==> src/rtl/mac_host_pkg.sv <==
// Shared types and constants for the MAC host agent and its result collector.
package mac_host_pkg;

  localparam int unsigned ACT_W = 4;
  localparam int unsigned ACC_W = 12;

  typedef enum logic [1:0] {
    ST_IDLE   = 2'd0,
    ST_LAUNCH = 2'd1,
    ST_RUN    = 2'd2,
    ST_DONE   = 2'd3
  } state_e;

  localparam logic [1:0] ERR_NONE    = 2'd0;
  localparam logic [1:0] ERR_TIMEOUT = 2'd1;
  localparam logic [1:0] ERR_BEATS   = 2'd2;
  localparam logic [1:0] ERR_ROWIDX  = 2'd3;

  typedef logic [0:7][ACT_W-1:0] act_row_t;
  typedef logic [0:8][ACT_W-1:0] wgt_row_t;
  typedef logic [0:7][ACC_W-1:0] res_row_t;

  // First error wins; a later event never overwrites a recorded code.
  function automatic logic [1:0] err_merge(input logic [1:0] cur, input logic [1:0] nxt);
    return (cur != ERR_NONE) ? cur : nxt;
  endfunction

endpackage

==> src/rtl/mac_host_agent_if.sv <==
// Host <-> MAC array signal bundle; master is the host agent, slave is the MAC.
interface mac_host_agent_if;
  logic        mac_in_valid;
  logic        mac_in_mode;
  logic [31:0] mac_in_act;
  logic [35:0] mac_in_wgt;
  logic [3:0]  mac_act_idx;
  logic [3:0]  mac_wgt_idx;
  logic        mac_out_valid;
  logic [3:0]  mac_out_idx;
  logic [95:0] mac_out_data;
  logic        mac_out_finish;

  modport master (
    output mac_in_valid, mac_in_mode, mac_in_act, mac_in_wgt,
    input  mac_act_idx, mac_wgt_idx, mac_out_valid, mac_out_idx, mac_out_data, mac_out_finish
  );

  modport slave (
    input  mac_in_valid, mac_in_mode, mac_in_act, mac_in_wgt,
    output mac_act_idx, mac_wgt_idx, mac_out_valid, mac_out_idx, mac_out_data, mac_out_finish
  );
endinterface

==> src/rtl/mac_result_collector.sv <==
// Counts result beats, checks per-row index stability and writes completed rows
// into the readable result buffer.
module mac_result_collector
  import mac_host_pkg::*;
#(
  parameter int unsigned NROW = 8,
  parameter int unsigned NCOL = 8
) (
  input  logic       clk,
  input  logic       rst_n,
  input  logic       clear,
  input  logic       run,
  input  logic       beat_valid,
  input  logic [3:0] beat_idx,
  input  res_row_t   beat_data,
  input  logic       finish,
  input  logic [2:0] rd_addr,
  output res_row_t   rd_data,
  output logic       idx_err,
  output logic       cnt_err
);

  logic [6:0] beat_cnt;
  logic [2:0] row_beat;
  logic [3:0] row_idx;
  logic       row_bad;
  res_row_t   result [8];

  logic beat, mid_row, row_done;

  assign beat     = run && beat_valid;
  assign mid_row  = (row_beat != 3'd0);
  assign row_done = beat && (row_beat == 3'(NCOL - 1));
  assign idx_err  = beat && mid_row && (beat_idx != row_idx);
  // The finishing cycle's own beat counts toward the total.
  assign cnt_err  = run && finish && (7'(beat_cnt + 7'(beat)) != 7'(NROW * NCOL));
  assign rd_data  = result[rd_addr];

  always_ff @(posedge clk or negedge rst_n) begin
    if (!rst_n) begin
      beat_cnt <= '0;
      row_beat <= '0;
      row_idx  <= '0;
      row_bad  <= 1'b0;
    end else if (clear) begin
      beat_cnt <= '0;
      row_beat <= '0;
      row_bad  <= 1'b0;
    end else if (beat) begin
      beat_cnt <= beat_cnt + 7'd1;
      row_beat <= row_beat + 3'd1;
      if (!mid_row) row_idx <= beat_idx;
      if (row_done || !mid_row) row_bad <= 1'b0;
      else                      row_bad <= row_bad || idx_err;
    end
  end

  always_ff @(posedge clk or negedge rst_n) begin
    if (!rst_n) begin
      for (int unsigned i = 0; i < 8; i++) result[i] <= '0;
    end else if (row_done && !row_bad && !idx_err) begin
      result[row_idx[2:0]] <= beat_data;
    end
  end

endmodule

==> src/rtl/mac_host_agent.sv <==
// Host-side agent for the MAC array: operand register files, job-launch FSM,
// timeout supervision and the result buffer via mac_result_collector.
module mac_host_agent
  import mac_host_pkg::*;
#(
  parameter int unsigned TIMEOUT = 255,
  parameter int unsigned NROW    = 8,
  parameter int unsigned NCOL    = 8
) (
  input  logic              clk,
  input  logic              rst_n,
  input  logic              cfg_we,
  input  logic              cfg_sel,
  input  logic [3:0]        cfg_addr,
  input  logic [35:0]       cfg_wdata,
  input  logic              start,
  input  logic              mode,
  output logic              busy,
  output logic              done,
  output logic [1:0]        err,
  input  logic [2:0]        rd_addr,
  output logic [95:0]       rd_data,
  mac_host_agent_if.master  mac
);

  localparam int unsigned TO_W = $clog2(TIMEOUT + 1);

  state_e          state;
  logic            mode_q;
  logic [TO_W-1:0] to_cnt;
  act_row_t        act_file [16];
  wgt_row_t        wgt_file [16];

  logic       cfg_open, accept_start, to_hit, idx_err, cnt_err;
  logic [1:0] run_err;
  res_row_t   rd_row;

  assign cfg_open     = (state == ST_IDLE) || (state == ST_DONE);
  assign accept_start = start && cfg_open;
  assign to_hit       = (state == ST_RUN) && !mac.mac_out_valid && (to_cnt == TO_W'(TIMEOUT));

  assign busy             = (state == ST_LAUNCH) || (state == ST_RUN);
  assign done             = (state == ST_DONE);
  assign mac.mac_in_valid = (state == ST_LAUNCH);
  assign mac.mac_in_mode  = (state == ST_LAUNCH) && mode_q;
  assign mac.mac_in_act   = act_file[mac.mac_act_idx];
  assign mac.mac_in_wgt   = wgt_file[mac.mac_wgt_idx];
  assign rd_data          = rd_row;

  always_comb begin
    run_err = ERR_NONE;
    if (idx_err)      run_err = ERR_ROWIDX;
    else if (cnt_err) run_err = ERR_BEATS;
    else if (to_hit)  run_err = ERR_TIMEOUT;
  end

  always_ff @(posedge clk or negedge rst_n) begin
    if (!rst_n) begin
      state  <= ST_IDLE;
      mode_q <= 1'b0;
      err    <= ERR_NONE;
      to_cnt <= '0;
    end else begin
      case (state)
        ST_IDLE, ST_DONE: begin
          if (start) begin
            state  <= ST_LAUNCH;
            err    <= ERR_NONE;
            to_cnt <= '0;
            mode_q <= mode;
          end
        end
        ST_LAUNCH: state <= ST_RUN;
        ST_RUN: begin
          if (mac.mac_out_valid) to_cnt <= '0;
          else if (!to_hit)      to_cnt <= to_cnt + 1'b1;
          err <= err_merge(err, run_err);
          if (mac.mac_out_finish || to_hit) state <= ST_DONE;
        end
        default: state <= ST_IDLE;
      endcase
    end
  end

  // Operand files are writable only while no job can be fetching from them.
  always_ff @(posedge clk or negedge rst_n) begin
    if (!rst_n) begin
      for (int unsigned i = 0; i < 16; i++) begin
        act_file[i] <= '0;
        wgt_file[i] <= '0;
      end
    end else if (cfg_we && cfg_open) begin
      if (cfg_sel) wgt_file[cfg_addr] <= wgt_row_t'(cfg_wdata);
      else         act_file[cfg_addr] <= act_row_t'(cfg_wdata[35:4]);
    end
  end

  mac_result_collector #(
    .NROW (NROW),
    .NCOL (NCOL)
  ) u_collector (
    .clk        (clk),
    .rst_n      (rst_n),
    .clear      (accept_start),
    .run        (state == ST_RUN),
    .beat_valid (mac.mac_out_valid),
    .beat_idx   (mac.mac_out_idx),
    .beat_data  (res_row_t'(mac.mac_out_data)),
    .finish     (mac.mac_out_finish),
    .rd_addr    (rd_addr),
    .rd_data    (rd_row),
    .idx_err    (idx_err),
    .cnt_err    (cnt_err)
  );

endmodule

==> src/flat_wrapper.sv <==
// flat-port wrapper written by rule: the top's interface ports become plain ports
module mac_host_agent_flat import mac_host_pkg::*;
#(
  parameter int unsigned TIMEOUT = 255,
  parameter int unsigned NROW    = 8,
  parameter int unsigned NCOL    = 8
)
  (clk, rst_n, cfg_we, cfg_sel, cfg_addr, cfg_wdata, start, mode, busy, done, err, rd_addr, rd_data, mac_mac_in_valid, mac_mac_in_mode, mac_mac_in_act, mac_mac_in_wgt, mac_mac_act_idx, mac_mac_wgt_idx, mac_mac_out_valid, mac_mac_out_idx, mac_mac_out_data, mac_mac_out_finish);
  mac_host_agent_if mac_i ();
  input  logic clk;
  input  logic rst_n;
  input  logic cfg_we;
  input  logic cfg_sel;
  input  logic [3:0] cfg_addr;
  input  logic [35:0] cfg_wdata;
  input  logic start;
  input  logic mode;
  output logic busy;
  output logic done;
  output logic [1:0] err;
  input  logic [2:0] rd_addr;
  output logic [95:0] rd_data;
  output wire logic [$bits(mac_i.mac_in_valid)-1:0] mac_mac_in_valid;
  output wire logic [$bits(mac_i.mac_in_mode)-1:0] mac_mac_in_mode;
  output wire logic [$bits(mac_i.mac_in_act)-1:0] mac_mac_in_act;
  output wire logic [$bits(mac_i.mac_in_wgt)-1:0] mac_mac_in_wgt;
  input wire logic [$bits(mac_i.mac_act_idx)-1:0] mac_mac_act_idx;
  input wire logic [$bits(mac_i.mac_wgt_idx)-1:0] mac_mac_wgt_idx;
  input wire logic [$bits(mac_i.mac_out_valid)-1:0] mac_mac_out_valid;
  input wire logic [$bits(mac_i.mac_out_idx)-1:0] mac_mac_out_idx;
  input wire logic [$bits(mac_i.mac_out_data)-1:0] mac_mac_out_data;
  input wire logic [$bits(mac_i.mac_out_finish)-1:0] mac_mac_out_finish;
  assign mac_mac_in_valid = mac_i.mac_in_valid;
  assign mac_mac_in_mode = mac_i.mac_in_mode;
  assign mac_mac_in_act = mac_i.mac_in_act;
  assign mac_mac_in_wgt = mac_i.mac_in_wgt;
  assign mac_i.mac_act_idx = mac_mac_act_idx;
  assign mac_i.mac_wgt_idx = mac_mac_wgt_idx;
  assign mac_i.mac_out_valid = mac_mac_out_valid;
  assign mac_i.mac_out_idx = mac_mac_out_idx;
  assign mac_i.mac_out_data = mac_mac_out_data;
  assign mac_i.mac_out_finish = mac_mac_out_finish;
  mac_host_agent #(.TIMEOUT(TIMEOUT), .NROW(NROW), .NCOL(NCOL)) u_core (.clk(clk), .rst_n(rst_n), .cfg_we(cfg_we), .cfg_sel(cfg_sel), .cfg_addr(cfg_addr), .cfg_wdata(cfg_wdata), .start(start), .mode(mode), .busy(busy), .done(done), .err(err), .rd_addr(rd_addr), .rd_data(rd_data), .mac(mac_i));
endmodule
==> config.mk <==
export PLATFORM = sky130hd
export DESIGN_NAME = mac_host_agent_flat
export DESIGN_NICKNAME = d
export VERILOG_FILES = /design/src/rtl/mac_host_pkg.sv /design/src/rtl/mac_host_agent_if.sv /design/src/rtl/mac_result_collector.sv /design/src/rtl/mac_host_agent.sv /design/src/flat_wrapper.sv
export SDC_FILE = /design/constraint.sdc
export NUM_CORES = 2
export LEC_CHECK = 0
export ABC_CLOCK_PERIOD_IN_PS = 4500
export CAP_MARGIN = 10
export CORE_MARGIN = 10
export CORE_UTILIZATION = 40
export DETAILED_ROUTE_END_ITERATION = 7
export SLEW_MARGIN = 40
export SYNTH_ARGS = -nofsm -noshare
export SYNTH_HDL_FRONTEND = slang
export SYNTH_SLANG_ARGS = --single-unit
export TNS_END_PERCENT = 100
==> constraint.sdc <==
create_clock -name clk -period 4.5 [get_ports clk]
set_input_delay 0.675 -clock clk [delete_from_list [all_inputs] [get_ports clk]]
set_output_delay 0.675 -clock clk [all_outputs]
set_load 0.1 [all_outputs]
; Word level (Yosys, flattened, before mapping)
; Cells that the tools add are included.
; W data, S select, Z words.
[word_totals]
ff_bits = 1884
input_bits = 159
output_inout_bits = 170
wordCells = 449
[classes]
add_sub_neg = 4
magnitude_cmp = 7
eq_ne = 11
n_mux = 38
bitwise_logic = 8
reduce_logical = 37
[ops]
columns = cell, n
row1 = $bwmux W768, 1
row2 = $bwmux W576, 1
row3 = $bwmux W512, 1
row4 = $bmux W96 S3, 1
row5 = $demux W96 S3, 1
row6 = $mux W96, 3
row7 = $bmux W36 S4, 1
row8 = $demux W36 S4, 1
row9 = $bmux W32 S4, 1
row10 = $demux W32 S4, 1
row11 = $mux W36, 3
row12 = $mux W32, 3
row13 = $mux W8, 3
row14 = $pmux W8 S2, 1
row15 = $ge A5 B5 Y1 const B, 3
row16 = $logic_and A1 B1 Y1, 15
row17 = $not A4 Y5, 3
row18 = $mux W7, 2
row19 = $mux W2, 6
row20 = $reduce_and A3 Y1, 3
row21 = $add A8 B1 Y8 const B, 1
row22 = $eq A8 B8 Y1 const B, 1
row23 = $ge A4 B4 Y1 const B, 2
row24 = $not A3 Y4, 2
row25 = other kinds (25), 45

; Depth between registers and ports, before layout
[logic_depth]
depth_word = 9
ltp_mapped = 11
mapped_depth_nobuf = 10

; By module
; Synthesis repeated with hierarchy kept, for this count alone.
[unflattened]
cells_unflattened = 5155
hier_area_um2 = 84780.1
[by_module_without_submodules]
columns = mod, n_inst, cells_each, area_each_um2, seq_area_each_um2
row1 = mac_host_agent, 1, 3097, 49611.3, 27551.4
row2 = mac_result_collector, 1, 2058, 35168.7, 19593.8

; Worst setup path before layout
; OpenSTA, ideal clock, no wires.
[synth_timing]
path_type = input to output
start = in mac_mac_wgt_idx[0]
end = out mac_mac_in_wgt[0]
t_arrival_ps = 3067
required_time_ps = 3825
path_slack_ps = 758
cell_stages = 5
n_path_buf = 3
cell_sequence = buf_2 buf_1 buf_1 mux4_2 mux4_2
[synth_between]
elab_chain_cells = 4
[synth_rtl]
columns = element, line
row1 = from (decl), flat_wrapper.sv:28  ; input wire logic [$bits(mac_i.mac_wgt_idx)-1:0] mac_mac_wgt_idx;
row2 = $not A4 Y5 (implied by the code), mac_host_agent.sv:47  ; assign mac.mac_in_wgt = wgt_file[mac.mac_wgt_idx];
row3 = $bmux W36 S4, mac_host_agent.sv:47
row4 = $mux W36 (implied by the code) (2 in a row), mac_host_agent.sv:47
row5 = to (decl), flat_wrapper.sv:26  ; output wire logic [$bits(mac_i.mac_in_wgt)-1:0] mac_mac_in_wgt;
; Every way passes these cells. The select of a mux whose other input is x is not followed.

; Final worst setup path
[layout_timing]
start = in mac_mac_wgt_idx[0]
end = out mac_mac_in_wgt[18]
; Same word-level chain as after synthesis.

==> flow_summary.toml <==
[setup_path]
arrival_ns = 2.85
start_kind = "primary input"
crit_required_ns = 3.83
path_class = "primary input to output port"
worstSetupEndpointType = "output port"
path_max_fanout = 36

[floorplanning]
die-area_um2 = 229000
fp.dieW_um = 479
start_util = 0.402
io_pins = 329
rows = 168
fp.dieH_um = 479
coreArea_um2 = 210000

[grt]
track_usage = 0.182
antenna_found_initial = 31
grt_start_max_net_pins = 128
grt_overflow_total = 0
grt_pass1_wl_mm = 322
first_global_vias = 49700

[clock_tree]
cts_root_buf = "clkbuf_16"
tritoncts = "yes"
numClockSinks = 1884
ctsHtreeMaxLevel = 4
insertion_delay_ns = 0.83
clk_pin_slew_ns = 0.06
clock_path_buffers = 3
cts_buffers = 202
ctsResizeCount = 0

[route]
drt_iter0_drc = 2799
drc = 0
drt-total-wl_mm = 210
ant_nets = 0
dr.pass1.iters = 7
vias = 45400
wl_per_cell_um = 25.4
routed_via_density = 5.50

[power]
switching_power_mw = 14.3
pwr-share-comb = 0.219
power_frac_clock = 0.336
power_density_nw_per_um2 = 519
leakagePower_nw = 46.2
intPower_mw = 36.8
p_total_mw = 51.1
peakVddDrop_uv = 579
seqPwrFrac = 0.445
p_sw_frac = 0.280

[sta]
worst_pin_slew_ns = 0.874
finalMaxSlewViolations = 0
rsz0062_at_grt = "no"
slew_headroom = 0.417
finalCriticalPeriod_ns = 3.52
hold_viol_final = 0
fin_skew_ns = 0.0426
setup_tns_ns = 0
fmax_mhz = 284
post-route-period-util = 0.783
fin_hold_ws_ns = 0.472
setup_viol = 0

[cells_and_area]
drive_gt1_frac = 0.590
fillers = 18000
fin_area_um2 = 98400
final_nets = 5437
stdcell_count = 8252
area_delta_synth_final_pct = 16.8

[synthesis]
synth-simple-area-share = 0.00808
synth_cell_types = 49
synth_area_um2 = 84300
synthAdderAreaFrac = 0.00163
synth_top_family_by_area = "multiplexers"
syn_nets = 5166
synth.avg_cell_area_um2 = 16.9
synth_top_flop_cell = "dfrtp_1"
synth_edf_count = 0
synth_xor_area_frac = 0.000935
ys_ff_latch = 1884
yosys_warnings = 0
yosysTopAreaCell = "dfrtp_1"
synthTopCellsByArea = "dfrtp_1 (56%), mux2_2 (26%), mux4_2 (14%)"
synth_top_area_frac = 0.559
synth_mux_area_frac = 0.406
synthCells = 4996
async_flop_share = 1.00
synth_compound_area_frac = 0.00318
ys_seq_area_frac = 0.559

[status]
status = "finished clean"

[placement]
dp_cells = 7865
place_congestion = 0.742
place_area_um2 = 91400
io_buffers = 328
place_hpwl_mm = 124

[worst_hold_path]
min_path_type = "primary input to asynchronous set/reset pin"

[run]
drv_cap = 0
## cell usage after synthesis, types with 5 or more instances
cell and count:
a21oi_1 11, and3_1 5, buf_1 68, buf_2 42
clkbuf_1 304, dfrtp_1 1884, ha_1 11, inv_1 9
mux2_1 9, mux2_2 1909, mux2_4 40, mux4_2 532
nand2_1 30, nand2b_1 8, nand3_1 14, nor2_1 28
nor2b_1 6, nor3_1 9, o21ai_0 8, o31ai_1 5
xor2_1 5
## registers in the layout, indices dropped and copies added, names as in the netlist
signal and flops:
u_core.err 2, u_core.u_collector.row_idx 4, u_core.mode_q 1, u_core.u_collector.result 768, u_core.u_collector.beat_cnt 7, u_core.act_file 512
u_core.u_collector.row_bad 1, u_core.to_cnt 8, u_core.wgt_file 576, u_core.state 2, u_core.u_collector.row_beat 3
## per-layer routing
| metal | vias to the layer above | wire (µm) | track usage |
|---|---|---|---|
| met1 | 25000 | 96500 | 0.258 |
| met5 | - | 90 | 0 |
| li1 | 19300 | - | - |
| met3 | 294 | 10400 | 0.0355 |
| met4 | 14 | 5030 | 0.0481 |
| met2 | 811 | 97900 | 0.286 |
## worst paths after layout
| kind | slack (ns) | from | endpoint | cells past startpoint |
|---|---|---|---|---|
| max reg2reg | 1.19 | u_core.u_collector.row_idx[2]$_DFFE_PN0P_ | u_core.u_collector.result[115]$_DFFE_PN0P_ | 5 |
| max | 0.98 | mac_mac_wgt_idx[0] | mac_mac_in_wgt[18] | 5 |
| max in group asynchronous | 2.54 | rst_n | u_core.wgt_file[326]$_DFFE_PN0P_ | 5 |
| min in group clk | 0.48 | mode | u_core.mode_q$_DFFE_PN0P_ | 2 |
| min reg2reg | 0.49 | u_core.u_collector.result[267]$_DFFE_PN0P_ | u_core.u_collector.result[267]$_DFFE_PN0P_ | 1 |
| min | 0.47 | rst_n | u_core.u_collector.result[760]$_DFFE_PN0P_ | 2 |
## repair_timing
item                      4_1_cts  5_1_grt
hold buffers                    1        0
hold endpoints to repair       42        0
buffers inserted                0        0
## stage by stage
step           utilization  worst slack, ns
2_1_floorplan            -            0.758
3_3_place_gp         0.437            0.777
3_5_place_dp         0.436            0.772
4_1_cts              0.469            0.908
5_1_grt              0.470            0.846
6_report             0.470            0.976
## cell families after synthesis
kind of cell	count (synthesis)
and+or+nand+nor	127
muxes	2493
adders and majority gates	11
AOI/OAI and AO/OA	41
DFF	1884
xor gates and xnor gates	9
buffers and inverters	431
## cell type report
type / count / area (µm²) / area share
diodes: 12 / 30.0 / 0.000305
flip-flops and latches: 1884 / 47100 / 0.479
clock buffers: 321 / 6220 / 0.0632
repair buffers: 489 / 5130 / 0.0521
clock inverters: 51 / 736 / 0.00748
inverters: 9 / 33.8 / 0.000343
multi-input cells: 2681 / 35600 / 0.362
well taps: 2805 / 3510 / 0.0357
## critical path: stages
cell	delay [ns]
buf_8	0.36
buf_4	0.38
mux4_2	0.54
mux4_2	0.60
buf_12	0.22
## placed cells by master, fill, tap and decap left out, types with 24 or more instances in the layout
cell and instances:
buf_12 91, mux2_4 40, buf_2 30, clkdlybuf4s50_1 124
dfrtp_1 1884, mux4_2 532, buf_4 233, clkbuf_1 51
mux2_2 1909, nand2_1 24, clkbuf_8 66, clkbuf_16 205
clkinv_2 24
## power groups by stage
| stage | Sequential [mW] | Clock [mW] | Combinational, mW |
|---|---|---|---|
| finish | 22.7 | 17.2 | 11.2 |
| global route | 23.2 | 18.3 | 12.0 |
| CTS | 22.7 | 17.7 | 11.4 |
| detailed placement | 23.0 | 0 | 11.3 |
| global placement | 22.8 | 0 | 11.1 |
| floorplan | 22.3 | 0 | 8.52 |
(Power assumes the default switching activity.)
